**src/rtl/mm_defs.sv**
```systemverilog
// Shared definitions for the data-memory loader and the processing core.
// Holds the loader state encoding and the status codes driven to core_0.
package mm_defs;

  // state      | meaning
  // ST_LOAD    | accept byte pairs and write them to data memory
  // ST_RUN     | core owns memory and runs, wait for end_process
  // ST_RD_REQ  | drive read address RESULT_BASE+k
  // ST_RD_DATA | capture memory read data
  // ST_TX_HI   | send result word high byte
  // ST_TX_LO   | send result word low byte
  // ST_FINISH  | idle until a new inbound byte appears
  typedef enum logic [2:0] {
    ST_LOAD    = 3'd0,
    ST_RUN     = 3'd1,
    ST_RD_REQ  = 3'd2,
    ST_RD_DATA = 3'd3,
    ST_TX_HI   = 3'd4,
    ST_TX_LO   = 3'd5,
    ST_FINISH  = 3'd6
  } state_t;

  localparam logic [1:0] STATUS_LOAD = 2'b00;
  localparam logic [1:0] STATUS_RUN  = 2'b01;
  localparam logic [1:0] STATUS_DONE = 2'b10;

endpackage

```
**src/rtl/byte_word_packer.sv**
```systemverilog
// Assembles inbound bytes (high byte first) into 16-bit words.
// Ports:
//   clock, reset_n : clock and async active-low reset
//   i_clear        : drop any partial word and pending strobe
//   i_fire         : a byte is transferred this cycle
//   i_byte         : the transferred byte
//   o_lo_fire      : the current transfer completes a word
//   o_word         : last completed word {hi,lo}
//   o_word_vld     : one-cycle pulse, the cycle after the low-byte transfer
module byte_word_packer (
  input  logic        clock,
  input  logic        reset_n,
  input  logic        i_clear,
  input  logic        i_fire,
  input  logic [7:0]  i_byte,
  output logic        o_lo_fire,
  output logic [15:0] o_word,
  output logic        o_word_vld
);

  logic       r_phase;
  logic [7:0] r_hi;

  assign o_lo_fire = i_fire & r_phase;

  always_ff @(posedge clock or negedge reset_n) begin
    if (!reset_n) begin
      r_phase    <= 1'b0;
      r_hi       <= 8'h00;
      o_word     <= 16'h0000;
      o_word_vld <= 1'b0;
    end else if (i_clear) begin
      r_phase    <= 1'b0;
      o_word_vld <= 1'b0;
    end else begin
      o_word_vld <= o_lo_fire;
      if (i_fire) begin
        r_phase <= ~r_phase;
        if (r_phase) o_word <= {r_hi, i_byte};
        else         r_hi   <= i_byte;
      end
    end
  end

endmodule

```
**src/rtl/data_memory_loader.sv**
```systemverilog
// Loads a byte stream into data memory, hands memory to the core, then
// reads RESULT_WORDS results back and streams them out high byte first.
// Ports:
//   clock, reset_n               : clock and async active-low reset
//   rx_data/rx_valid/rx_ready    : inbound byte stream
//   tx_data/tx_valid/tx_ready    : outbound byte stream
//   mem_write_en/mem_addr/
//   mem_datain/mem_dataout       : data-memory port (read latency 1)
//   mem_owner                    : 1 while the loader drives memory
//   status                       : load/run/done indication to the core
//   end_process                  : core completion (level)
module data_memory_loader
  import mm_defs::*;
#(
  parameter logic [7:0] LOAD_WORDS   = 8'd18,
  parameter logic [7:0] RESULT_BASE  = 8'd18,
  parameter logic [7:0] RESULT_WORDS = 8'd9
) (
  input  logic        clock,
  input  logic        reset_n,
  input  logic [7:0]  rx_data,
  input  logic        rx_valid,
  output logic        rx_ready,
  output logic        mem_write_en,
  output logic [7:0]  mem_addr,
  output logic [15:0] mem_datain,
  input  logic [15:0] mem_dataout,
  output logic        mem_owner,
  output logic [1:0]  status,
  input  logic        end_process,
  output logic [7:0]  tx_data,
  output logic        tx_valid,
  input  logic        tx_ready
);

  state_t      r_state;
  state_t      w_state_next;
  logic        r_rx_ready;
  logic [7:0]  r_word_idx;
  logic [7:0]  r_rd_idx;
  logic [15:0] r_rd_word;
  logic        w_rx_fire;
  logic        w_lo_fire;
  logic        w_word_vld;
  logic [15:0] w_word;
  logic        w_last_load;
  logic        w_last_rd;

  assign w_rx_fire   = rx_valid & r_rx_ready;
  assign w_last_load = (r_word_idx == LOAD_WORDS - 8'd1);
  assign w_last_rd   = (r_rd_idx == RESULT_WORDS - 8'd1);

  byte_word_packer u_packer (
    .clock      (clock),
    .reset_n    (reset_n),
    .i_clear    (r_state == ST_FINISH),
    .i_fire     (w_rx_fire),
    .i_byte     (rx_data),
    .o_lo_fire  (w_lo_fire),
    .o_word     (w_word),
    .o_word_vld (w_word_vld)
  );

  always_comb begin
    w_state_next = r_state;
    case (r_state)
      ST_LOAD:    if (w_word_vld && w_last_load) w_state_next = ST_RUN;
      ST_RUN:     if (end_process) w_state_next = ST_RD_REQ;
      ST_RD_REQ:  w_state_next = ST_RD_DATA;
      ST_RD_DATA: w_state_next = ST_TX_HI;
      ST_TX_HI:   if (tx_ready) w_state_next = ST_TX_LO;
      ST_TX_LO:   if (tx_ready) w_state_next = w_last_rd ? ST_FINISH : ST_RD_REQ;
      ST_FINISH:  if (rx_valid) w_state_next = ST_LOAD;
      default:    w_state_next = ST_LOAD;
    endcase
  end

  always_ff @(posedge clock or negedge reset_n) begin
    if (!reset_n) begin
      r_state    <= ST_LOAD;
      r_rx_ready <= 1'b0;
      r_word_idx <= 8'h00;
      r_rd_idx   <= 8'h00;
      r_rd_word  <= 16'h0000;
    end else begin
      r_state    <= w_state_next;
      // Closed during the write cycle that follows a low byte.
      r_rx_ready <= (w_state_next == ST_LOAD) && !w_lo_fire;
      if (r_state == ST_FINISH)  r_word_idx <= 8'h00;
      else if (w_word_vld)       r_word_idx <= r_word_idx + 8'd1;
      if (r_state == ST_RUN)     r_rd_idx <= 8'h00;
      else if (r_state == ST_TX_LO && tx_ready && !w_last_rd)
                                 r_rd_idx <= r_rd_idx + 8'd1;
      if (r_state == ST_RD_DATA) r_rd_word <= mem_dataout;
    end
  end

  assign rx_ready     = r_rx_ready;
  assign mem_write_en = w_word_vld;
  assign mem_datain   = w_word;
  assign mem_owner    = (r_state != ST_RUN);
  assign tx_valid     = (r_state == ST_TX_HI) || (r_state == ST_TX_LO);

  always_comb begin
    // 8-bit sum wraps past 8'hFF back to 0.
    mem_addr = r_word_idx;
    if (r_state inside {ST_RD_REQ, ST_RD_DATA, ST_TX_HI, ST_TX_LO})
      mem_addr = RESULT_BASE + r_rd_idx;
  end

  always_comb begin
    status = STATUS_DONE;
    if (r_state == ST_LOAD)     status = STATUS_LOAD;
    else if (r_state == ST_RUN) status = STATUS_RUN;
  end

  always_comb begin
    tx_data = 8'h00;
    if (r_state == ST_TX_HI)      tx_data = r_rd_word[15:8];
    else if (r_state == ST_TX_LO) tx_data = r_rd_word[7:0];
  end

endmodule

```
**config.mk**
```make
export PLATFORM = sky130hd
export DESIGN_NAME = data_memory_loader
export DESIGN_NICKNAME = d
export VERILOG_FILES = /design/src/rtl/mm_defs.sv /design/src/rtl/byte_word_packer.sv /design/src/rtl/data_memory_loader.sv
export SDC_FILE = /design/constraint.sdc
export NUM_CORES = 1
export LEC_CHECK = 0
export BUFFER_PORTS_ARGS = -buffer_cell sky130_fd_sc_hd__buf_4
export CORE_UTILIZATION = 34
export CTS_CLUSTER_DIAMETER = 200
export CTS_CLUSTER_SIZE = 20
export DETAILED_ROUTE_END_ITERATION = 12
export GPL_TIMING_DRIVEN = 1
export PLACE_DENSITY = 0.54
export SLEW_MARGIN = 5
export SYNTH_ARGS = -nofsm -noshare
export SYNTH_HDL_FRONTEND = slang
export SYNTH_SLANG_ARGS = --single-unit
```
**constraint.sdc**
```tcl
create_clock -name clock -period 2.63 [get_ports clock]
set_input_delay 0 -clock clock [delete_from_list [all_inputs] [get_ports clock]]
set_output_delay 0 -clock clock [all_outputs]
set_load 0.01 [all_outputs]
```
==> flow_metrics.tcl <==
set metrics [dict create \
    drc_errors 0 \
    power.internal_uw 2600 \
    core.rowCount 33 \
    port_buffers 66 \
    r2r_end "u_packer.o_word[11]" \
    depth_of_the_most_critical_reg_to_reg_path 4 \
    yosysWarnings 0 \
    cts_tree "done" \
    worst_ir_drop_vdd_mv 0.499 \
    maxCapViolations 0 \
    clock.fmax_ghz 0.505 \
    static_leakage_power_uw 0.00182 \
    fin_total_pwr_uw 3990 \
    slew_viol_final 0 \
    dieWidth_um 96.0 \
    cts-htree-levels 3 \
    routedWlPerCell_um 13.8 \
    synthFlopType "sky130_fd_sc_hd__dfrtp_1" \
    dpl.hpwl_um 4180 \
    globalRoute.totalOverflow 0 \
    worstPathArrival_ps 1980 \
    r2r_setup_slack_ps 700 \
    place_worst_setup_slack_ps 670 \
    report.final.setup_viol 0 \
    setup_tns_ps 0 \
    worst-setup-path-type "reg -> out" \
    first_global_vias 2193 \
    final_period_minus_worst_setup_slack_ps 1980 \
    clock_latency_ps 340 \
    placer_s_final_routability_congestion_estimate 0.710 \
    synth_fp_nets 285 \
    boundaryPins 67 \
    worstHoldStart "rx_valid" \
    layout-drive-gt1-share_pct 39.3 \
    detailed_router_iteration_count_before_antenna_repair 4 \
    synthTopCellsByArea "sky130_fd_sc_hd__dfrtp_1, sky130_fd_sc_hd__mux2_2, sky130_fd_sc_hd__nor2_1" \
    max-clock-path-buffers 2 \
    critPathCaptureType "output pin" \
    ant_nets 0 \
    setup_ws_ps 649 \
    floorplan.core_area_um2 8380 \
    floorplan.initialDensity_pct 35.8 \
    finalWirelength_um 6210 \
    timing.final.crit_share_pct 75.3 \
    max_slew.worst_pin.slew_ps 840 \
    detailedRoute.firstIterationViolations 58 \
    power.switching_uw 1390 \
    numClockSinks 62 \
    grt_usage_pct 15.3 \
    grt_start_max_net_pins 63 \
    clkSlewWorstSetupHoldPaths_ps 70 \
    min_path_type "in -> reg" \
    yosysSeqAreaShare_pct 51.7 \
    die_area_um2 9210 \
    hold_end "r_state[1]" \
    yosys_register_bits 62 \
    hold_viol_final 0 \
    cts_root_buf "sky130_fd_sc_hd__clkbuf_8" \
    antenna_found_initial 0 \
    share_seq_of_total_power_pct 40.7 \
    synth.avg_cell_area_um2 12.0 \
    clock_skew_ps 10.6 \
    num_vias 2158 \
    critical_path_start_type "flip-flop" \
    result_of_the_run "finished clean" \
    post_cts.repair.setup_buffers 0 \
    max_slew_margin_pct 43.9 \
    netlist.top_cell.by_area "sky130_fd_sc_hd__dfrtp_1" \
    syn-cell-area_um2 3000 \
    rsz0062_at_grt "false" \
    dpl.cell_count 410 \
    power.density_nw_per_um2 1010 \
    p_clk_share_pct 18.6 \
    cts_inserted_buffers 9 \
    synth.distinct_cells 38 \
    worst-path-max-fanout 13 \
    power.share.combinational_pct 40.7 \
    relative_area_change_from_synthesis_to_final_layout_pct 32.1 \
    grt_pass1_wl_um 10500 \
    drt-vias-per-instance 4.78 \
    critical_path_required_ps 2630 \
    ctsResizeCount 0 \
    count_of_inserted_antenna_diode_cells 0 \
    synthesis.instances 251 \
    synthDominantCellAreaShare_pct 51.7 \
    whs_path_depth 4 \
    final_nets 375 \
    hold_buffers 25 \
    timing.rr.start "r_state[2]" \
    sw_frac_of_total_pct 34.8 \
    synth_enable_flop_cells 0 \
    finalNonFillerCells 451 \
    async_flop_share_pct 100 \
    fp.dieH_um 96.0 \
]
[flip-flops by register name, summed over array words and instances, names as in the netlist]
register and cells:
u_packer.r_hi 8, r_state 3, u_packer.o_word_vld 1, r_word_idx 8, r_rd_word 16, r_rd_idx 8
rx_ready 1, u_packer.o_word 16, u_packer.r_phase 1
[power groups by stage]
| stage | clock [uW] | sequential [uW] | combinational [uW] |
|---|---|---|---|
| 6_report | 740 | 1620 | 1620 |
| 5_1_grt | 807 | 1690 | 1790 |
| 4_1_cts | 777 | 1630 | 1650 |
| 3_5_place_dp | 0 | 1650 | 1620 |
| 3_3_place_gp | 0 | 1640 | 1600 |
| 2_1_floorplan | 0 | 1610 | 1020 |
[worst max-delay path, stage by stage (launching register included)]
cell                       delay (ps)
sky130_fd_sc_hd__dfrtp_1          490
sky130_fd_sc_hd__nand2b_2         360
sky130_fd_sc_hd__nand2_2          270
sky130_fd_sc_hd__mux2_2           380
sky130_fd_sc_hd__buf_4            150
[routing by layer]
layer,wire [um],vias to the layer above,global-route usage [%],share of wire [%]
met5,0,-,0,0
met4,114,0,6.72,1.8
met3,288,11,4.58,4.6
met2,3000,47,25.1,48
met1,2810,1043,18.6,45
li1,-,1057,-,-
[how the worst max path moves through the flow]
| stage | start | endpoint | cells past startpoint |
|---|---|---|---|
| 6_report | r_state[1] | mem_addr[0] | 4 |
| 3_3_place_gp | r_state[2] | u_packer.o_word[5] | 4 |
| 2_1_floorplan | r_state[2] | u_packer.o_word[7] | 6 |
| 5_1_grt | r_state[2] | u_packer.o_word[15] | 4 |
| 4_1_cts | r_state[1] | mem_addr[2] | 4 |
| 3_5_place_dp | r_state[2] | u_packer.o_word[13] | 4 |
[layout by cell type, fill, tap and decap left out, types with 2 or more instances in the layout]
cell                            Yosys  routed
sky130_fd_sc_hd__nor2_2             2       2
sky130_fd_sc_hd__nand3_1            6       6
sky130_fd_sc_hd__nand2_1           10      10
sky130_fd_sc_hd__nand2b_1           2       2
sky130_fd_sc_hd__inv_1              6       6
sky130_fd_sc_hd__xor2_1             9       9
sky130_fd_sc_hd__o21ai_0            4       4
sky130_fd_sc_hd__buf_4              3      67
sky130_fd_sc_hd__clkinv_4           0       2
sky130_fd_sc_hd__mux2_2            43      43
sky130_fd_sc_hd__clkinv_2           0       3
sky130_fd_sc_hd__mux2i_1           11      11
sky130_fd_sc_hd__clkbuf_8           0       9
sky130_fd_sc_hd__dfrtp_1           62      62
sky130_fd_sc_hd__nor2_1            30      30
sky130_fd_sc_hd__xnor2_1            8       8
sky130_fd_sc_hd__dlygate4sd3_1      0      25
sky130_fd_sc_hd__a211oi_1           2       2
sky130_fd_sc_hd__a21oi_1           10      10
sky130_fd_sc_hd__or3_1              2       2
sky130_fd_sc_hd__ha_1               5       5
sky130_fd_sc_hd__and3b_1            2       2
sky130_fd_sc_hd__and3_1             2       2
sky130_fd_sc_hd__nand4_1            5       5
sky130_fd_sc_hd__nor3_1             3       3
[cell type report]
cell class | count | area [um^2]
timing repair buffer | 92 | 753
clock inverter | 7 | 48.8
fill | 825 | 4420
tap | 105 | 131
multi-input combinational | 170 | 1330
clock buffer | 9 | 124
inverter | 6 | 22.5
sequential | 62 | 1550
[cell usage after synthesis, types with 2 or more instances]
master                      n
sky130_fd_sc_hd__clkbuf_1   3
sky130_fd_sc_hd__nor3_1     3
sky130_fd_sc_hd__inv_1      6
sky130_fd_sc_hd__xnor2_1    8
sky130_fd_sc_hd__dfrtp_1   62
sky130_fd_sc_hd__buf_6      4
sky130_fd_sc_hd__buf_4      3
sky130_fd_sc_hd__nand2b_1   2
sky130_fd_sc_hd__buf_2      3
sky130_fd_sc_hd__and3b_1    2
sky130_fd_sc_hd__nor2_2     2
sky130_fd_sc_hd__nor2_1    30
sky130_fd_sc_hd__a211oi_1   2
sky130_fd_sc_hd__or3_1      2
sky130_fd_sc_hd__and3_1     2
sky130_fd_sc_hd__nand3_1    6
sky130_fd_sc_hd__nand4_1    5
sky130_fd_sc_hd__nand2_1   10
sky130_fd_sc_hd__ha_1       5
sky130_fd_sc_hd__o21ai_0    4
sky130_fd_sc_hd__a21oi_1   10
sky130_fd_sc_hd__mux2i_1   11
sky130_fd_sc_hd__mux2_2    43
sky130_fd_sc_hd__xor2_1     9
[kinds of logic (layout without fill, tap and decap cells)]
family | after synthesis | count (layout) | share of synthesized area [%]
xor+xnor | 17 | 17 | 4.96
compound gates | 19 | 19 | 3.63
flops | 62 | 62 | 51.7
buf+inv | 19 | 114 | 3.88
simple gates | 75 | 75 | 14.0
mux | 54 | 54 | 19.8
fa+ha+maj | 5 | 5 | 2.08
[through the flow]
stage	util [%]	hold slack [ps]	area, um^2
after detailed placement	42.3	147	3540
after global placement	42.3	152	3540
after CTS	47.3	24.7	3970
after global routing	47.3	60.9	3970
after floorplan	-	-296	3000
final	47.3	44.2	3970
No activity file was read; power rests on OpenSTA's default activity.
